--- config.mk ---
export PLATFORM = sky130hd
export DESIGN_NAME = dram_arbiter
export DESIGN_NICKNAME = d
export VERILOG_FILES = /design/src/rtl/dram_arbiter_pkg.sv /design/src/rtl/dram_arbiter_port.sv /design/src/rtl/dram_arbiter.sv
export SDC_FILE = /design/constraint.sdc
export NUM_CORES = 1
export LEC_CHECK = 0
export CORE_ASPECT_RATIO = 0.7
export CORE_MARGIN = 8
export CORE_UTILIZATION = 38
export DETAILED_ROUTE_END_ITERATION = 8
export PLACE_DENSITY = 0.84
export SYNTH_ARGS = -nofsm -noshare
export SYNTH_HDL_FRONTEND = slang
export SYNTH_SLANG_ARGS = --single-unit
--- constraint.sdc ---
create_clock -name clk -period 3.8 [get_ports clk]
set_clock_uncertainty 0.05 [all_clocks]
set_input_delay 1.14 -clock clk [delete_from_list [all_inputs] [get_ports clk]]
set_output_delay 1.14 -clock clk [all_outputs]
set_load 0.005 [all_outputs]
--- src/rtl/dram_arbiter_pkg.sv ---
// Shared AHB-lite encodings and byte-lane helpers for the DRAM arbiter.
package dram_arbiter_pkg;

  localparam logic [1:0] HTRANS_IDLE   = 2'b00;
  localparam logic [1:0] HTRANS_BUSY   = 2'b01;
  localparam logic [1:0] HTRANS_NONSEQ = 2'b10;
  localparam logic [1:0] HTRANS_SEQ    = 2'b11;

  localparam logic [2:0] HSIZE_BYTE = 3'd0;
  localparam logic [2:0] HSIZE_HALF = 3'd1;
  localparam logic [2:0] HSIZE_WORD = 3'd2;

  localparam logic HRESP_OKAY  = 1'b0;
  localparam logic HRESP_ERROR = 1'b1;

  // Byte write enables for a transfer of the given size at the given byte offset.
  function automatic logic [3:0] wben_f(input logic [2:0] size, input logic [1:0] ofs);
    logic [3:0] en;
    case (size)
      HSIZE_BYTE: en = 4'b0001 << ofs;
      HSIZE_HALF: en = 4'b0011 << {ofs[1], 1'b0};
      default:    en = 4'b1111;
    endcase
    return en;
  endfunction

  // Oversized or misaligned transfers are answered with ERROR.
  function automatic logic size_err_f(input logic [2:0] size, input logic [1:0] ofs);
    logic err;
    err = 1'b0;
    if (size > HSIZE_WORD)
      err = 1'b1;
    else if ((size == HSIZE_HALF) && ofs[0])
      err = 1'b1;
    else if ((size == HSIZE_WORD) && (ofs != 2'b00))
      err = 1'b1;
    return err;
  endfunction

endpackage

--- src/rtl/dram_arbiter_port.sv ---
// One AHB-lite slave port of the DRAM arbiter: one-entry address-phase
// capture, alignment/size check, two-cycle ERROR response and hready/hresp.
module dram_arbiter_port
  import dram_arbiter_pkg::*;
#(
  parameter int ADDR_W = 14
) (
  input  logic              clk_i,
  input  logic              rst_n_i,
  input  logic [31:0]       haddr_i,
  input  logic              hwrite_i,
  input  logic [2:0]        hsize_i,
  input  logic [1:0]        htrans_i,
  input  logic              hmastlock_i,
  input  logic              grant_i,
  output logic              req_o,
  output logic [ADDR_W+1:0] addr_o,
  output logic              write_o,
  output logic [2:0]        size_o,
  output logic              lock_o,
  output logic              hready_o,
  output logic              hresp_o
);

  logic              pend_v_q,    pend_v_d;
  logic [ADDR_W+1:0] pend_addr_q, pend_addr_d;
  logic              pend_wr_q,   pend_wr_d;
  logic [2:0]        pend_size_q, pend_size_d;
  logic              pend_lock_q, pend_lock_d;
  logic              pend_err_q,  pend_err_d;
  logic              err2_q,      err2_d;

  logic capture;
  logic unused_haddr;

  // Only the RAM-reachable address bits are kept.
  assign unused_haddr = ^haddr_i[31:ADDR_W+2];

  assign capture = hready_o & ((htrans_i == HTRANS_NONSEQ) || (htrans_i == HTRANS_SEQ));

  // Next-state for the pending entry; an error entry lives for exactly one
  // cycle (first ERROR cycle) and hands over to err2 for the second.
  always_comb begin
    pend_v_d    = pend_v_q;
    pend_addr_d = pend_addr_q;
    pend_wr_d   = pend_wr_q;
    pend_size_d = pend_size_q;
    pend_lock_d = pend_lock_q;
    pend_err_d  = pend_err_q;
    err2_d      = pend_v_q & pend_err_q;
    if (capture) begin
      pend_v_d    = 1'b1;
      pend_addr_d = haddr_i[ADDR_W+1:0];
      pend_wr_d   = hwrite_i;
      pend_size_d = hsize_i;
      pend_lock_d = hmastlock_i;
      pend_err_d  = size_err_f(hsize_i, haddr_i[1:0]);
    end else if (pend_v_q && (pend_err_q || grant_i)) begin
      pend_v_d = 1'b0;
    end
  end

  // Pending entry and error sequencer registers.
  always_ff @(posedge clk_i) begin
    if (!rst_n_i) begin
      pend_v_q    <= 1'b0;
      pend_addr_q <= '0;
      pend_wr_q   <= 1'b0;
      pend_size_q <= 3'd0;
      pend_lock_q <= 1'b0;
      pend_err_q  <= 1'b0;
      err2_q      <= 1'b0;
    end else begin
      pend_v_q    <= pend_v_d;
      pend_addr_q <= pend_addr_d;
      pend_wr_q   <= pend_wr_d;
      pend_size_q <= pend_size_d;
      pend_lock_q <= pend_lock_d;
      pend_err_q  <= pend_err_d;
      err2_q      <= err2_d;
    end
  end

  assign req_o    = pend_v_q & ~pend_err_q;
  assign addr_o   = pend_addr_q;
  assign write_o  = pend_wr_q;
  assign size_o   = pend_size_q;
  assign lock_o   = pend_lock_q;
  assign hready_o = ~pend_v_q;
  assign hresp_o  = ((pend_v_q & pend_err_q) | err2_q) ? HRESP_ERROR : HRESP_OKAY;

endmodule

--- src/rtl/dram_arbiter.sv ---
// Two-master AHB-lite arbiter sharing the byte-lane data RAM between the
// core data port (dmem) and the SPI loader (spi).
module dram_arbiter
  import dram_arbiter_pkg::*;
#(
  parameter int   ADDR_W    = 14,
  parameter logic SPI_FIRST = 1'b1
) (
  input  logic              clk,
  input  logic              reset,
  input  logic [31:0]       dmem_haddr,
  input  logic              dmem_hwrite,
  input  logic [2:0]        dmem_hsize,
  input  logic [1:0]        dmem_htrans,
  input  logic              dmem_hmastlock,
  input  logic [31:0]       dmem_hwdata,
  output logic [31:0]       dmem_hrdata,
  output logic              dmem_hready,
  output logic              dmem_hresp,
  input  logic [31:0]       spi_haddr,
  input  logic              spi_hwrite,
  input  logic [2:0]        spi_hsize,
  input  logic [1:0]        spi_htrans,
  input  logic              spi_hmastlock,
  input  logic [31:0]       spi_hwdata,
  output logic [31:0]       spi_hrdata,
  output logic              spi_hready,
  output logic              spi_hresp,
  output logic [ADDR_W-1:0] ram_addr,
  output logic              ram_rwn,
  output logic [3:0]        ram_wben,
  output logic [31:0]       ram_wdata,
  input  logic [31:0]       ram_rdata
);

  logic              d_req,  s_req;
  logic [ADDR_W+1:0] d_addr, s_addr;
  logic              d_wr,   s_wr;
  logic [2:0]        d_size, s_size;
  logic              d_lock, s_lock;

  logic              gnt_d, gnt_s, any_gnt, tie;
  logic [ADDR_W+1:0] win_addr;
  logic              win_wr;
  logic [2:0]        win_size;
  logic              win_lock;
  logic [31:0]       win_wdata;

  logic              lock_v_q,    lock_v_d;
  logic              lock_spi_q,  lock_spi_d;
  logic              rr_spi_q,    rr_spi_d;
  logic              rd_dmem_q,   rd_dmem_d;
  logic              rd_spi_q,    rd_spi_d;
  logic [ADDR_W-1:0] ram_addr_q,  ram_addr_d;
  logic [31:0]       ram_wdata_q, ram_wdata_d;

  dram_arbiter_port #(.ADDR_W(ADDR_W)) u_dmem_port (
    .clk_i       (clk),
    .rst_n_i     (reset),
    .haddr_i     (dmem_haddr),
    .hwrite_i    (dmem_hwrite),
    .hsize_i     (dmem_hsize),
    .htrans_i    (dmem_htrans),
    .hmastlock_i (dmem_hmastlock),
    .grant_i     (gnt_d),
    .req_o       (d_req),
    .addr_o      (d_addr),
    .write_o     (d_wr),
    .size_o      (d_size),
    .lock_o      (d_lock),
    .hready_o    (dmem_hready),
    .hresp_o     (dmem_hresp)
  );

  dram_arbiter_port #(.ADDR_W(ADDR_W)) u_spi_port (
    .clk_i       (clk),
    .rst_n_i     (reset),
    .haddr_i     (spi_haddr),
    .hwrite_i    (spi_hwrite),
    .hsize_i     (spi_hsize),
    .htrans_i    (spi_htrans),
    .hmastlock_i (spi_hmastlock),
    .grant_i     (gnt_s),
    .req_o       (s_req),
    .addr_o      (s_addr),
    .write_o     (s_wr),
    .size_o      (s_size),
    .lock_o      (s_lock),
    .hready_o    (spi_hready),
    .hresp_o     (spi_hresp)
  );

  // Arbitration. A held lock reserves the RAM for its owner even in the
  // owner's gap cycles, otherwise the other master would slip in between
  // locked beats. The round-robin pointer moves only when a tie is decided.
  always_comb begin
    gnt_d = 1'b0;
    gnt_s = 1'b0;
    tie   = 1'b0;
    if (reset) begin
      if (lock_v_q) begin
        if (lock_spi_q) gnt_s = s_req;
        else            gnt_d = d_req;
      end else if (d_req && s_req) begin
        tie = 1'b1;
        if (rr_spi_q) gnt_s = 1'b1;
        else          gnt_d = 1'b1;
      end else begin
        gnt_d = d_req;
        gnt_s = s_req;
      end
    end
  end

  assign any_gnt = gnt_d | gnt_s;

  // Winner's entry and write data.
  always_comb begin
    win_addr  = gnt_s ? s_addr      : d_addr;
    win_wr    = gnt_s ? s_wr        : d_wr;
    win_size  = gnt_s ? s_size      : d_size;
    win_lock  = gnt_s ? s_lock      : d_lock;
    win_wdata = gnt_s ? spi_hwdata  : dmem_hwdata;
  end

  // Next-state for lock owner, tie pointer, read owner and held RAM bus.
  always_comb begin
    lock_v_d    = lock_v_q;
    lock_spi_d  = lock_spi_q;
    rr_spi_d    = rr_spi_q;
    rd_dmem_d   = gnt_d & ~d_wr;
    rd_spi_d    = gnt_s & ~s_wr;
    ram_addr_d  = ram_addr_q;
    ram_wdata_d = ram_wdata_q;
    if (tie)
      rr_spi_d = gnt_d;
    if (any_gnt) begin
      ram_addr_d  = win_addr[ADDR_W+1:2];
      ram_wdata_d = win_wdata;
      if (win_lock) begin
        lock_v_d   = 1'b1;
        lock_spi_d = gnt_s;
      end else if (lock_v_q && (lock_spi_q == gnt_s)) begin
        lock_v_d = 1'b0;
      end
    end
  end

  // Arbiter state registers.
  always_ff @(posedge clk) begin
    if (!reset) begin
      lock_v_q    <= 1'b0;
      lock_spi_q  <= 1'b0;
      rr_spi_q    <= SPI_FIRST;
      rd_dmem_q   <= 1'b0;
      rd_spi_q    <= 1'b0;
      ram_addr_q  <= '0;
      ram_wdata_q <= '0;
    end else begin
      lock_v_q    <= lock_v_d;
      lock_spi_q  <= lock_spi_d;
      rr_spi_q    <= rr_spi_d;
      rd_dmem_q   <= rd_dmem_d;
      rd_spi_q    <= rd_spi_d;
      ram_addr_q  <= ram_addr_d;
      ram_wdata_q <= ram_wdata_d;
    end
  end

  assign ram_addr    = any_gnt ? win_addr[ADDR_W+1:2] : ram_addr_q;
  assign ram_wdata   = any_gnt ? win_wdata : ram_wdata_q;
  assign ram_rwn     = ~(any_gnt & win_wr);
  assign ram_wben    = (any_gnt && win_wr) ? wben_f(win_size, win_addr[1:0]) : 4'b0000;

  assign dmem_hrdata = rd_dmem_q ? ram_rdata : 32'h0;
  assign spi_hrdata  = rd_spi_q  ? ram_rdata : 32'h0;

endmodule

==> reports/results.tsv, run 1 <==
stage	metric	value	unit
run_status	outcome	complete, no violations	
layout	drive_gt1_share	12.6	%
clock_network	cts-buffers-inserted	9	
timing	finalMaxSlewViolations	0	
timing	slew_headroom	43.6	%
clock_network	cts_tree	built	
power	peakVddDrop	0.209	mV
place	place.gp.congestion	0.816	
die	dieWidth	152	µm
place	dp_hpwl	14.5	mm
die	coreArea	12900	µm²
route	vias	5723	
layout	utilization	66.4	%
power	power_density	318	nW/µm²
setup_path	reg2reg_depth	6	
layout	num-fill-cells	1081	
die	die_h	111	µm
route	drtPass1Iterations	4	
timing	fin_crit_sh	98.4	%
clock_network	cts_buffer_depth	2	
synthesis	ys_types	36	
grt	grt_overflow_total	0	
grt	grt_pass1_wl	29.9	mm
clock_network	cts.clk_slew.worst_paths	0.07	ns
setup_path	worstSetupPathType	in -> out	
synthesis	seq_area_frac_synth	40.1	%
clock_network	htree_levels	3	
route	post-route-drc-count	0	
setup_path	end_kind	output pin	
timing	setup_viol	0	
layout	fin_nets	1124	
route	drt_iter0_markers	378	
synthesis	yosysWarnings	0	
clock_network	cts_hold_buf	0	
setup_path	reg2reg_setup_slack	1.82	ns
route	drt-total-wl	19.1	mm
setup_path	crit_path_top_delay_cell	dlygate4sd2_1	
synthesis	synth_area	4940	µm²
die	initial_core_util	38.2	%
grt	grt_use_total	21.8	%
die	boundaryPins	295	
clock_network	clock_sink_count	99	
grt	antenna_found_initial	2	
synthesis	synth_seq_cells	99	
setup_path	worstPathRequired	2.61	ns
die	dieArea	17000	µm²
synthesis	synthCells	645	
worst_hold_path	whs_path_depth	2	
worst_hold_path	hold_class	reg -> reg	
layout	final_cell_mix	clkdlybuf4s50_1, nand2_1, dfxtp_1	
timing	min_period	3.74	ns
route	viasPerCell	5.11	
grt	grt_pass1_vias	5552	
clock_network	cts-root-buf	clkbuf_16	
run	cap_violations	0	
setup_path	path_max_fanout	7	
die	rows	35	
place	numPortBuffers	260	
synthesis	syn-num-nets	821	
synthesis	syn_avg_cell_area	7.66	µm²
timing	tightest_slew	0.844	ns
setup_path	crit_path_cell_trace	buf_2, and3b_2, and3_4, buf_12, buf_4, nand2_1, a31oi_1, dlygate4sd2_1	
layout	syn_to_final_growth	73.7	%
route	detail_route.wl_per_cell	17.1	µm
grt	grt_max_degree	70	
power	power	2730	µW
timing	timing.fmax	267	MHz
setup_path	arrival	2.55	ns
timing	finalHoldViolations	0	
setup_path	critical_path.max_stage_delay	0.29	ns
power	p_leak	0.00353	µW
route	ant_nets	0	
layout	layout_commonest_cell	clkdlybuf4s50_1	
setup_path	startpoint_type	input port	
clock_network	clock_latency	0.34	ns
[through the flow]
stage / cell area, µm² / setup WS (ns) / hold slack, ns / instances / setup TNS, ns
final: 8580 / 0.0609 / 0.416 / 1121 / 0
after global routing: 8580 / -0.00128 / 0.434 / 1121 / -0.00128
after CTS: 8450 / -0.0146 / 0.416 / 1111 / -0.0192
after detailed placement: 8140 / -0.164 / 0.407 / 1091 / -4.59
after global placement: 8140 / -0.108 / 0.394 / 1091 / -3.11
after floorplan: 4940 / 0.303 / 0.356 / 645 / 0
[layout make-up]
| class | count | area (µm²) | share of cell area (%) |
|---|---|---|---|
| Multi-Input combinational cell | 490 | 2750 | 32.1 |
| Antenna cell | 2 | 5.00 | 0.0583 |
| Clock buffer | 10 | 229 | 2.67 |
| Sequential cell | 99 | 1980 | 23.1 |
| Tap cell | 166 | 208 | 2.42 |
| Timing Repair Buffer | 343 | 3340 | 38.9 |
| Clock inverter | 6 | 47.5 | 0.554 |
| Inverter | 5 | 18.8 | 0.219 |
[flip-flops by register name, indices dropped and copies added, names as in the netlist, 3 cells and up]
| register | cells |
|---|---|
| ram_wdata_q | 32 |
| u_dmem_port.addr_o | 16 |
| u_spi_port.size_o | 3 |
| u_dmem_port.size_o | 3 |
| ram_addr_q | 14 |
| u_spi_port.addr_o | 16 |
[repair_timing]
item	in CTS	in global routing
gates cloned	1	0
resized for setup	48	15
pin swaps	1	0
endpoints found under the setup margin	49	15
buffers inserted	3	8
[Yosys cell counts (all sizes together)]
master,instances,area share [%]
a211oi,1,0.15
a21boi,42,6.4
a21o,2,0.30
a21oi,4,0.41
a311oi,11,1.9
a31oi,54,6.8
a32o,5,1.0
and2,65,8.2
and2b,1,0.15
and3,3,0.38
and3b,1,0.18
and4,1,0.23
buf,24,3.2
clkbuf,27,2.1
dfxtp,99,40
inv,5,0.38
mux2i,1,0.20
nand2,155,12
nand2b,1,0.13
nand3,1,0.10
nand4,1,0.43
nand4bb,1,0.23
nor2,54,4.1
nor2b,5,0.63
nor3,14,2.0
nor3b,14,2.1
nor4b,1,0.18
o21a,3,0.46
o21ai,31,3.1
o22ai,16,2.0
or4b,1,0.28
xnor2,1,0.18
[worst paths after layout]
check | endpoint | start
max | ram_wdata[20] | reset
min | u_dmem_port.size_o[2]$_SDFFE_PN0P_ | u_dmem_port.size_o[2]$_SDFFE_PN0P_
min reg2reg | u_dmem_port.size_o[2]$_SDFFE_PN0P_ | u_dmem_port.size_o[2]$_SDFFE_PN0P_
max reg2reg | ram_wdata_q[11]$_SDFF_PN0_ | u_dmem_port.pend_v_q$_SDFFE_PN0P_
[worst max-delay path: cells and delay by family]
kind | cells | cell delay (ns)
buffers and inverters | 4 | 0.66
AOI/OAI and AO/OA | 1 | 0.18
and+or+nand+nor | 3 | 0.55
[per-layer routing]
metal,global-route usage (%),share of wire (%),vias up
met5,0,0,-
met4,7.90,3.2,0
met3,5.50,6.1,33
met2,36.3,48,221
met1,26.8,43,2632
li1,-,-,2837
[kinds of logic (layout without fill, tap and decap cells)]
logic type	count (synthesis)	count (layout)	share of synthesized area, %
compound gates	169	169	22.7
xor+xnor	1	1	0.177
buf+inv	56	364	5.67
flops	99	99	40.1
mux	1	1	0.203
other cells	0	2	0
simple gates	319	319	31.2
[power by group]
| group | switching, µW | leakage, µW | total [µW] | internal [µW] |
|---|---|---|---|---|
| logic | 291 | 0.00258 | 711 | 420 |
| clock network | 413 | 0.000139 | 865 | 453 |
| registers | 42.5 | 0.000812 | 1150 | 1110 |
| total | 747 | 0.00353 | 2730 | 1980 |
No activity file was read; power rests on OpenSTA's default activity.
==> inputs of run 2 (changes only) <==
CTS_CLUSTER_SIZE = 40   (was unset)
GPL_ROUTABILITY_DRIVEN = 0   (was unset)
==> results of run 2 <==
No change in the layout: final DEF, timing and power equal those of run 1.
==> inputs of run 3 (changes only) <==
ABC_AREA = 0   (was unset)
CORE_MARGIN = unset   (was 8)
==> reports/results.tsv, run 3 (synthesis gave the netlist of run 1 again) <==
stage	metric	value	unit	change
grt	grt_use_total	25.4	%	+3.6 points
power	pwr-share-seq	41.5	%	-0.7 points
grt	grt_pass1_vias	5317		-4.2%
setup_path	crit_path_start	reset		
place	numPortBuffers	260		unchanged
worst_hold_path	whs_path_depth	1		-1
clock_network	cts_buffer_depth	2		unchanged
worst_hold_path	hold-path-endpoint	rd_dmem_q$_SDFF_PN0_		
timing	tns	0	ns	unchanged
power	combPwrFrac	26.5	%	+0.4 points
layout	largest_register	ram_wdata_q		
grt	grt_overflow_total	0		unchanged
timing	rsz0062_at_grt	yes		
setup_path	crit_path_top_delay_cell	clkdlybuf4s50_1		
power	swShare	27.3	%	about the same
setup_path	worstPathRequired	2.61	ns	about the same
power	p_leak	0.00370	µW	+4.6%
timing	slew_headroom	42.6	%	-0.99 points
timing	fin_crit_sh	99.6	%	+1.2 points
power	p_int	2010	µW	+1.4%
power	peakVddDrop	0.216	mV	+3.3%
timing	setup_viol	0		unchanged
clock_network	cts_hold_buf	0		unchanged
setup_path	end_kind	output pin		
layout	layout_commonest_cell	clkdlybuf4s50_1		
clock_network	clock_sink_count	99		unchanged
die	coreArea	12500	µm²	-2.9%
route	drtPass1Iterations	7		+3
timing	timing.fmax	264	MHz	-1.2%
layout	final_cell_mix	clkdlybuf4s50_1, nand2_1, dfxtp_1		
setup_path	reg2reg_depth	6		unchanged
setup_path	crit_family	simple AND/OR/NAND/NOR gates		
power	p_switching	757	µW	+1.3%
setup_path	startpoint_type	input port		
timing	min_period	3.78	ns	+0.0444 ns
run_status	outcome	finished, violations left		
route	drt-total-wl	17.7	mm	-7.3%
die	boundaryPins	295		unchanged
clock_network	cts-buffers-inserted	9		unchanged
setup_path	worstSetupPathType	in -> out		
timing	tightest_slew	0.858	ns	+0.0148 ns
place	dp_slack	-0.185	ns	-0.0210 ns
setup_path	crit_path_cell_trace	buf_2, and3b_1, and3_4, and2_4, a32o_1, clkdlybuf4s50_1		
place	dp_hpwl	12.7	mm	-12%
route	drt_iter0_markers	288		-24%
grt	grt_pass1_wl	27.2	mm	-8.9%
layout	largest_reg_flops	32		unchanged
layout	n_antenna_cell	0		-2
die	initial_core_util	39.4	%	+1.1 points
clock_network	clock_latency	0.34	ns	about the same
clock_network	cts.clk_slew.worst_paths	0.07	ns	about the same
setup_path	critical_path.max_stage_delay	0.52	ns	+0.23 ns
setup_path	reg2reg_setup_slack	1.87	ns	+0.05 ns
worst_hold_path	min-delay-start	u_dmem_port.write_o$_SDFFE_PN0P_		
power	power	2770	µW	+1.4%
layout	fin_area	8730	µm²	+1.7%
route	viasPerCell	5.09		-0.37%
setup_path	arrival	2.59	ns	+0.04 ns
setup_path	r2r-end	ram_wdata_q[19]$_SDFF_PN0_		
power	power_frac_clock	31.9	%	+0.2 points
die	dieArea	13500	µm²	-21%
clock_network	cts-root-buf	clkbuf_16		
setup_path	worst-path-buf-inv	2		-2
grt	antenna_found_initial	0		-2
layout	syn_to_final_growth	76.7	%	
place	place_area	8140	µm²	about the same
layout	drive_gt1_share	15.1	%	+2.5 points
worst_hold_path	hold_class	reg -> reg		
route	detail_route.wl_per_cell	15.8	µm	-7.4%
power	power_density	317	nW/µm²	-0.35%
clock_network	cts_tree	built		
clock_network	htree_levels	3		unchanged
route	ant_nets	0		unchanged
layout	num-fill-cells	1037		-4.1%
setup_path	r2r-start	u_dmem_port.pend_v_q$_SDFFE_PN0P_		
route	vias	5712		-0.19%
grt	grt_max_degree	54		-23%
setup_path	path_max_fanout	6		-1
timing	finalMaxSlewViolations	0		unchanged
timing	whs	0.418	ns	+0.00224 ns
route	post-route-drc-count	34		+34
die	dieWidth	138	µm	-9.2%
run_status	violations	design-rule violations		
timing	worst_slack	0.0165	ns	-0.0444 ns
layout	fin_nets	1132		+0.71%
run	cap_violations	0		unchanged
timing	finalHoldViolations	0		unchanged
die	die_h	97.4	µm	-13%
die	rows	34		-2.9%
## run 3: cell count changes in the layout (fill, tap and decap cells not counted), moves of 3 or more
cell,change
o22ai_1,-12
o22ai_2,+9
dlygate4sd2_1,-8
dlymetal6s2s_1,+8
buf_4,+7
buf_12,-5
buf_6,+4
a32o_1,-3
a32o_2,+3
clkdlybuf4s50_1,-3
nor3_4,-3
o22ai_4,+3
## run 3: layout make-up
type                            instances  area, µm²  share of cell area (%)
Timing Repair Buffer                  351       3400                    38.9
Multi-Input combinational cell        490       2840                    32.5
Sequential cell                        99       1980                    22.7
Clock buffer                           10        239                    2.74
Tap cell                              162        203                    2.32
Clock inverter                          6       47.5                   0.544
Inverter                                5       18.8                   0.215
## run 3: how the worst max path moves through the flow
stage,end,depth (start not counted)
CTS,ram_wdata[22],8
floorplan,ram_wdata[0],7
detailed placement,ram_wdata[1],7
finish,ram_wben[2],6
global placement,ram_wdata[15],8
global route,ram_addr[10],7
## run 3: worst reg2reg max path: cells and delay by family (launching register included)
kind	cells	cell delay (ns)
AND/OR/NAND/NOR	3	0.76
AO/OA/AOI/OAI	1	0.24
buffers and inverters	2	0.37
flip-flops	1	0.41
## run 3: metrics by stage
| stage | util (%) | cells |
|---|---|---|
| global route | 69.6 | 1123 |
| finish | 69.6 | 1123 |
| global placement | 64.9 | 1097 |
| floorplan | - | 645 |
| CTS | 67.3 | 1113 |
| detailed placement | 64.9 | 1097 |
## run 3: power groups by stage
stage | clock, µW | sequential (µW) | combinational, µW
after floorplan | 0 | 1160 | 280
after global placement | 0 | 1160 | 724
after detailed placement | 0 | 1170 | 734
after CTS | 895 | 1140 | 710
after global routing | 944 | 1160 | 794
final | 884 | 1150 | 734
## run 3: repair_timing
action	4_1_cts	5_1_grt
cloned	0	2
setup buffers	0	8
setup endpoints to repair	51	17
pin swaps	1	4
resized for setup	46	48
## run 3: per-layer routing
layer  vias to the layer above  GRT usage [%]  routed length, µm
met5                         -              0                  0
met4                         0           6.57                220
met3                        18           6.06               1170
met2                       219           43.0               8510
met1                      2627           32.4               7830
li1                       2848              -                  -
